[config.mk]
export PLATFORM = sky130hd
export DESIGN_NAME = xbus_arbiter
export DESIGN_NICKNAME = d
export VERILOG_FILES = /design/src/rtl/xbus_arbiter.sv
export SDC_FILE = /design/constraint.sdc
export NUM_CORES = 1
export LEC_CHECK = 0
export BUFFER_PORTS_ARGS = -buffer_cell sky130_fd_sc_hd__buf_4
export CORE_AREA = 2 2 39 41
export CTS_BUF_LIST = sky130_fd_sc_hd__clkbuf_4 sky130_fd_sc_hd__clkbuf_8
export DETAILED_ROUTE_END_ITERATION = 10
export DIE_AREA = 0 0 41 43
export PLACE_DENSITY = 0.65
export SYNTH_ARGS = -nofsm -noshare
export SYNTH_HDL_FRONTEND = slang
export SYNTH_SLANG_ARGS = --single-unit
[constraint.sdc]
create_clock -name CLK -period 2.2 [get_ports CLK]
set_input_delay 0.11 -clock CLK [delete_from_list [all_inputs] [get_ports CLK]]
set_output_delay 0.11 -clock CLK [all_outputs]
set_load 0.03 [all_outputs]
[src/rtl/xbus_arbiter.sv]
// Round-robin CPU/DMA bus arbiter with registered grants and programmable dead time.
// Define XBUS_ARB_TIMEOUT_EN to build the hold-time watchdog and TIMEOUT_ERR flag.
module xbus_arbiter #(
  parameter int unsigned TURNAROUND = 1,
  parameter int unsigned TIMEOUT    = 255,
  parameter int unsigned CW         = 8
) (
  input  logic CLK,
  input  logic RESET_N,
  input  logic REQ0,
  input  logic REQ1,
  input  logic CLR_ERR,
  output logic GNT0,
  output logic GNT1,
  output logic BUSY,
  output logic LAST,
  output logic TIMEOUT_ERR
);

  typedef enum logic [1:0] {IDLE, GRANT0, GRANT1, GAP} state_t;

  localparam logic [3:0] GAP_LOAD = 4'(TURNAROUND - 1);

  state_t     state_q, state_d;
  logic [3:0] gap_q, gap_d;
  logic       last_q, last_d;
  logic       gnt0_q, gnt1_q, busy_q;
  logic       req_cur;

`ifdef XBUS_ARB_TIMEOUT_EN
  localparam logic [CW-1:0] HOLD_MAX = CW'(TIMEOUT - 1);

  logic [CW-1:0] hold_q, hold_d;
  logic          err_q, err_d;
  logic          err_set;
`endif

  always_comb begin
    state_d = state_q;
    gap_d   = gap_q;
    last_d  = last_q;
`ifdef XBUS_ARB_TIMEOUT_EN
    err_set = 1'b0;
`endif
    req_cur = (state_q == GRANT1) ? REQ1 : REQ0;
    case (state_q)
      IDLE: begin
        // On a tie the requester that did not hold the bus last wins.
        if (REQ0 && (!REQ1 || last_q)) begin
          state_d = GRANT0;
          last_d  = 1'b0;
        end else if (REQ1) begin
          state_d = GRANT1;
          last_d  = 1'b1;
        end
      end
      GRANT0, GRANT1: begin
        if (!req_cur) begin
          state_d = GAP;
          gap_d   = GAP_LOAD;
        end
`ifdef XBUS_ARB_TIMEOUT_EN
        else if (hold_q == HOLD_MAX) begin
          state_d = GAP;
          gap_d   = GAP_LOAD;
          err_set = 1'b1;
        end
`endif
      end
      GAP: begin
        if (gap_q == 4'd0) state_d = IDLE;
        else               gap_d   = gap_q - 4'd1;
      end
      default: state_d = IDLE;
    endcase
  end

  always_ff @(posedge CLK) begin
    if (!RESET_N) begin
      state_q <= IDLE;
      gap_q   <= 4'd0;
      last_q  <= 1'b1;
      gnt0_q  <= 1'b0;
      gnt1_q  <= 1'b0;
      busy_q  <= 1'b0;
    end else begin
      state_q <= state_d;
      gap_q   <= gap_d;
      last_q  <= last_d;
      gnt0_q  <= (state_d == GRANT0);
      gnt1_q  <= (state_d == GRANT1);
      busy_q  <= (state_d != IDLE);
    end
  end

`ifdef XBUS_ARB_TIMEOUT_EN
  always_comb begin
    hold_d = '0;
    if ((state_q == GRANT0 || state_q == GRANT1) && state_d == state_q)
      hold_d = hold_q + 1'b1;
  end

  // A new timeout takes priority over a clear on the same edge.
  assign err_d = err_set | (err_q & ~CLR_ERR);

  always_ff @(posedge CLK) begin
    if (!RESET_N) begin
      hold_q <= '0;
      err_q  <= 1'b0;
    end else begin
      hold_q <= hold_d;
      err_q  <= err_d;
    end
  end

  assign TIMEOUT_ERR = err_q;
`else
  logic unused_cfg;
  assign unused_cfg  = CLR_ERR ^ (TIMEOUT == CW);
  assign TIMEOUT_ERR = 1'b0;
`endif

  assign GNT0 = gnt0_q;
  assign GNT1 = gnt1_q;
  assign BUSY = busy_q;
  assign LAST = last_q;

endmodule

### Word-level counts from Yosys, hierarchy flattened

Index checks and enable logic that the tools add are counted.

| cells by class | value |
|---|---|
| add/sub/neg operators | 1 |
| eq/ne operators | 7 |
| multiplexer cells | 11 |
| reduce and logical (&&, ||, !) cells | 11 |

Operator list:

| operator | number |
|---|---|
| $mux W2 | 4 |
| $mux W4 | 2 |
| $pmux W4 S2 | 1 |
| $eq A2 B2 Y1 const B | 3 |
| $pmux W2 S3 | 1 |
| $reduce_bool A2 Y1 | 3 |
| $eq A2 B1 Y1 const B | 2 |
| $logic_not A4 Y1 | 1 |
| $ne A2 B2 Y1 const B | 2 |
| $sub A4 B1 Y4 const B | 1 |
| $mux W1 | 3 |
| $reduce_and A3 Y1 | 1 |
| $logic_not A2 Y1 | 1 |
| $reduce_and A2 Y1 | 1 |
| $reduce_or A2 Y1 | 1 |
| $logic_and A1 B1 Y1 | 1 |
| $logic_not A1 Y1 | 1 |
| $logic_or A1 B1 Y1 | 1 |

| storage, ports and cells | value |
|---|---|
| register bits after elaboration | 10 |
| bits of input ports | 5 |
| output and inout port bits | 5 |
| logic and storage cells | 36 |

### Logic depth before layout (Yosys ltp)

| depth | value |
|---|---|
| depth after elaboration | 6 |
| gate-level depth with buffers | 7 |
| mapped depth without buffers | 6 |

### Least setup slack after synthesis

OpenSTA, ideal clock, no wires.

| timing | value |
|---|---|
| kind | register to register |
| from | register state_q[0] |
| to | register gnt0_q (netlist: GNT0) |
| setup time | 0.115 ns |
| arrival | 1.618 ns |
| required time | 2.085 ns |
| setup slack | 0.466 ns |
| cell stages (with the launch flop) | 8 |
| buffers on the path | 1 |
| clock period less this slack | 1.734 ns |
| path through | dfxtp_1 -> inv_1 -> ha_1 -> buf_2 -> nor2_1 -> or3_1 -> a2bb2oi_1 -> and3_1 |

| on the way | value |
|---|---|
| word-level cells in the longest chain between the ends | 5 |
| elaborated cells between the ends (all ways) | 12 |
| those cells by class | eq/ne: 4; mux: 6; reduce/logical: 2 |

RTL lines:

| item | line | text |
|---|---|---|
| from (decl) | 24 | `state_t state_q, state_d;` |
| from (signal assigned) | 87 | `state_q <= state_d;` |
| $eq A2 B2 Y1 | 45, 46 |  |
| $mux W1 | 45 | `req_cur = (state_q == GRANT1) ? REQ1 : REQ0;` |
| $mux W2 | 58 | `if (!req_cur) begin` |
| $pmux W2 S3 (*) | 46 | `case (state_q)` |
| $eq A2 B1 Y1 (*) | 90 | `gnt0_q <= (state_d == GRANT0);` |
| to (signal assigned) | 90 |  |
| to (decl) | 27 | `logic gnt0_q, gnt1_q, busy_q;` |

Mark *: on every way between the ends. The rest lies on a longest branch, timed or not.
A chain may end at the register's enable or synchronous reset.

### Worst setup path after layout

Ends and elaborated chain as after synthesis.

==> impl_results.html <==
<table>
<tr><th>Metric</th><th>Value</th></tr>
<tr><th colspan="2">Status</th></tr>
<tr><td>Run status</td><td>completed</td></tr>
<tr><th colspan="2">Die</th></tr>
<tr><td>Number of I/O pins</td><td>10</td></tr>
<tr><td>Starting density of the core</td><td>0.436</td></tr>
<tr><td>Row Count</td><td>14</td></tr>
<tr><td>Horiz. Die Dim</td><td>41 um</td></tr>
<tr><td>Height of the chip</td><td>43 um</td></tr>
<tr><td>Core Region</td><td>1380 um^2</td></tr>
<tr><td>DIE AREA</td><td>1760 um^2</td></tr>
<tr><th colspan="2">GRT</th></tr>
<tr><td>Pin count of the biggest net entering global routing</td><td>14</td></tr>
<tr><td>Overall overflow remaining after global route</td><td>0</td></tr>
<tr><td>Overall Global Routing Usage</td><td>0.165</td></tr>
<tr><td>Wire length of the first global-routing pass</td><td>1.92 mm</td></tr>
<tr><td>Number of global-route vias before repair</td><td>453</td></tr>
<tr><td>Initial antenna violation count</td><td>0</td></tr>
<tr><th colspan="2">Clock tree</th></tr>
<tr><td>Cts bufs inserted</td><td>3</td></tr>
<tr><td>Maximum number of buffers from clock root to sink</td><td>2</td></tr>
<tr><td>Later-pin clock latency in the skew report</td><td>0.27 ns</td></tr>
<tr><td>Clock slew at the register clock pins of the worst setup and hold paths</td><td>0.07 ns</td></tr>
<tr><td>H-tree level count</td><td>1</td></tr>
<tr><td>CTS tree</td><td>yes</td></tr>
<tr><td>CTS Root Buffer Type</td><td>clkbuf_4</td></tr>
<tr><td>Clock sinks</td><td>10</td></tr>
<tr><td>Cts-stage hold buffer count</td><td>0</td></tr>
<tr><td>Setup repair bufs after CTS</td><td>0</td></tr>
<tr><td>Post-CTS sizing</td><td>0</td></tr>
<tr><th colspan="2">Pwr</th></tr>
<tr><td>Portion of total power attributed to combinational logic</td><td>0.250</td></tr>
<tr><td>Leakage power</td><td>0.263 nW</td></tr>
<tr><td>Sequential share of power</td><td>0.411</td></tr>
<tr><td>Switching Fraction</td><td>0.298</td></tr>
<tr><td>Net load switching power</td><td>0.147 mW</td></tr>
<tr><td>Peak VDD IR</td><td>0.300 mV</td></tr>
<tr><td>Total chip power</td><td>0.495 mW</td></tr>
<tr><td>Cell internal power dissipation</td><td>0.347 mW</td></tr>
<tr><td>Cell Pwr Density</td><td>711 nW/um^2</td></tr>
<tr><td>Clk network pwr share</td><td>0.339</td></tr>
<tr><th colspan="2">Finish</th></tr>
<tr><td>Finished Core Util</td><td>0.503</td></tr>
<tr><td>Multi-input gate area</td><td>368 um^2</td></tr>
<tr><td>Register cell area after layout</td><td>200 um^2</td></tr>
<tr><td>Final non-filler cell total</td><td>92</td></tr>
<tr><td>Layout overhead on the synthesized area</td><td>15.4%</td></tr>
<tr><td>Fraction of final layout cells sized beyond drive strength 1</td><td>0.171</td></tr>
<tr><td>Area of all placed cells without fillers</td><td>696 um^2</td></tr>
<tr><td>Number of nets in the final layout</td><td>87</td></tr>
<tr><td>Count of filler cells inserted in the layout</td><td>137</td></tr>
<tr><td>Count of antenna diodes in the layout</td><td>0</td></tr>
<tr><th colspan="2">Synthesis</th></tr>
<tr><td>Fraction of post-synthesis cell area in the top cell type by area</td><td>0.332</td></tr>
<tr><td>Mapped Avg Cell Area</td><td>8.87 um^2</td></tr>
<tr><td>Share of the yosys chip area belonging to registers</td><td>0.332</td></tr>
<tr><td>Top cells by area, synth</td><td>dfxtp_1, ha_1, mux2i_4, a21oi_1, o21ai_0</td></tr>
<tr><td>Warning count from the yosys run</td><td>0</td></tr>
<tr><td>Mapped cell area</td><td>603 um^2</td></tr>
<tr><td>Total nets after synthesis</td><td>78</td></tr>
<tr><td>Yosys reg bits</td><td>10</td></tr>
<tr><td>Fraction of the mapped netlist area in adder cells</td><td>0.104</td></tr>
<tr><td>Number of distinct library cells after synthesis</td><td>29</td></tr>
<tr><td>Synthesized instance count</td><td>68</td></tr>
<tr><td>Xor/xnor cell area share of the yosys netlist</td><td>0</td></tr>
<tr><td>Library cell occupying the most area in the post-synthesis netlist</td><td>dfxtp_1</td></tr>
<tr><td>Count leader, synth</td><td>dfxtp_1</td></tr>
<tr><td>Share of async-settable or async-resettable flops after synthesis</td><td>0</td></tr>
<tr><td>Number of synthesized flops with an enable pin</td><td>0</td></tr>
<tr><td>Commonest cells post-synth</td><td>dfxtp_1, ha_1, inv_1, nand2_1</td></tr>
<tr><td>Commonest register cell after synthesis</td><td>dfxtp_1</td></tr>
<tr><td>Compound-Gate Fraction of Synth Area</td><td>0.214</td></tr>
<tr><td>Share of synthesized area spent on multiplexers</td><td>0.0602</td></tr>
<tr><td>Post-Synth Simple-Gate Area</td><td>0.226</td></tr>
<tr><td>Largest family of logic cells by synthesized area</td><td>simple AND/OR/NAND/NOR gates</td></tr>
<tr><th colspan="2">Routing</th></tr>
<tr><td>DRC violation total after the first TritonRoute iteration</td><td>16</td></tr>
<tr><td>Drt wl/cell</td><td>12.1 um</td></tr>
<tr><td>Count of nets left with antenna violations after detail routing</td><td>0</td></tr>
<tr><td>Routed Wire Length</td><td>1.11 mm</td></tr>
<tr><td>TritonRoute pass-1 iters</td><td>4</td></tr>
<tr><td>Vias per cell</td><td>5.35</td></tr>
<tr><td>Via Count</td><td>492</td></tr>
<tr><td>Number of remaining DRC errors</td><td>0</td></tr>
<tr><th colspan="2">Critical path</th></tr>
<tr><td>Worst EP required</td><td>2.41 ns</td></tr>
<tr><td>Kind of end point of the critical path</td><td>register</td></tr>
<tr><td>Slowest cell delay on critical path</td><td>0.44 ns</td></tr>
<tr><td>Path type of the worst setup path</td><td>register to register</td></tr>
<tr><td>Family with the most delay on the worst path</td><td>simple AND/OR/NAND/NOR gates</td></tr>
<tr><td>Buffers and inverters on the worst path</td><td>1</td></tr>
<tr><td>Crit path cell chain</td><td>inv_1 &gt; ha_1 &gt; nor4b_1 &gt; or3_1 &gt; a2bb2oi_1 &gt; and3_1</td></tr>
<tr><td>Biggest fanout along the worst timing path</td><td>7</td></tr>
<tr><td>Cell at the slowest stage of the critical path</td><td>dfxtp_1</td></tr>
<tr><td>Startpoint type of the worst setup path</td><td>register</td></tr>
<tr><td>Arrival time worst endpoint</td><td>2.12 ns</td></tr>
<tr><th colspan="2">STA</th></tr>
<tr><td>Setup total negative slack</td><td>0 ns</td></tr>
<tr><td>Achievable frequency</td><td>524 MHz</td></tr>
<tr><td>Hold violation count in the final report</td><td>0</td></tr>
<tr><td>Min Clock Period, post-route</td><td>1.91 ns</td></tr>
<tr><td>Tcrit/Tclk final</td><td>0.867</td></tr>
<tr><td>Post-layout worst setup margin</td><td>0.292 ns</td></tr>
<tr><td>Total setup violations reported at the end of the flow</td><td>0</td></tr>
<tr><td>Minimum hold slack</td><td>0.0931 ns</td></tr>
<tr><td>Setup skew after layout</td><td>0.00264 ns</td></tr>
<tr><td>Max-slew violation count</td><td>0</td></tr>
<tr><td>Unrepaired setup endpoints after global routing</td><td>false</td></tr>
<tr><th colspan="2">Placed design</th></tr>
<tr><td>Inst Count DP</td><td>88</td></tr>
<tr><td>Hpwl dp</td><td>816 um</td></tr>
<tr><td>RePlAce Congestion</td><td>0.708</td></tr>
<tr><td>Placement Setup Slack</td><td>0.314 ns</td></tr>
<tr><td>Port Buffer Count</td><td>7</td></tr>
<tr><td>Post-place instance area</td><td>659 um^2</td></tr>
<tr><th colspan="2">Job</th></tr>
<tr><td>Max-cap violations</td><td>0</td></tr>
<tr><th colspan="2">Worst hold path</th></tr>
<tr><td>Worst min-delay path class</td><td>input port to register</td></tr>
</table>
## layer usage
layer	part of all wire	up-vias	GRT usage
li1	-	259	-
met1	0.47	223	0.210
met2	0.47	8	0.234
met3	0.046	2	0.0628
met4	0.0081	0	0.0800
met5	0	-	0
## placed cells by master, fill, tap and decap left out, types with 2 or more instances in the layout
cell type  count
a21oi_1        4
and2_1         2
and3_1         2
buf_4          7
clkbuf_4       3
dfxtp_1       10
ha_1           5
inv_1          5
nand2_1        5
nand2b_1       2
nand3_1        2
nor2_1         2
nor2b_1        2
nor3b_1        2
o21ai_0        4
o21ai_1        2
o2bb2ai_1      2
o31a_1         2
o41ai_1        2
or4b_1         2
## sequential cells by signal, indices dropped and copies added, names as in the netlist
name and count:
GNT1 1, GNT0 1, LAST 1, BUSY 1, state_q 2, gap_q 4
## cells by family (layout without fill, tap and decap cells)
logic type | after synthesis | count (layout)
buf+inv | 8 | 16
fa+ha+maj | 5 | 5
compound gates | 19 | 19
simple gates | 23 | 23
flops | 10 | 10
mux | 2 | 2
other cells | 1 | 1
## worst paths after layout
check / endpoint / from / cells past startpoint / slack, ns
worst min register to register: gap_q[1] / gap_q[1] / 2 / 0.47
worst min-delay path: LAST / RESET_N / 2 / 0.09
worst max register to register: GNT0 / state_q[0] / 6 / 0.29
worst max-delay path: GNT0 / state_q[0] / 6 / 0.29
## cell type report
cell class              count  area share
repair buffers              7      0.0755
well taps                  16      0.0288
flip-flops and latches     10       0.288
multi-input cells          50       0.529
clock buffers               4      0.0522
inverters                   5      0.0270
## power by group through the flow
stage	Clock [mW]	Sequential, mW	Combinational, mW
global placement	0	0.207	0.123
floorplan	0	0.222	0.0770
global route	0.187	0.206	0.137
CTS	0.176	0.203	0.124
detailed placement	0	0.208	0.123
finish	0.168	0.203	0.124
## worst reg2reg max path, stage by stage (launching register included)
cell and delay, ns:
dfxtp_1 0.44, inv_1 0.12, ha_1 0.41, nor4b_1 0.26, or3_1 0.18, a2bb2oi_1 0.26
and3_1 0.18
No activity file was read; power rests on OpenSTA's default activity.
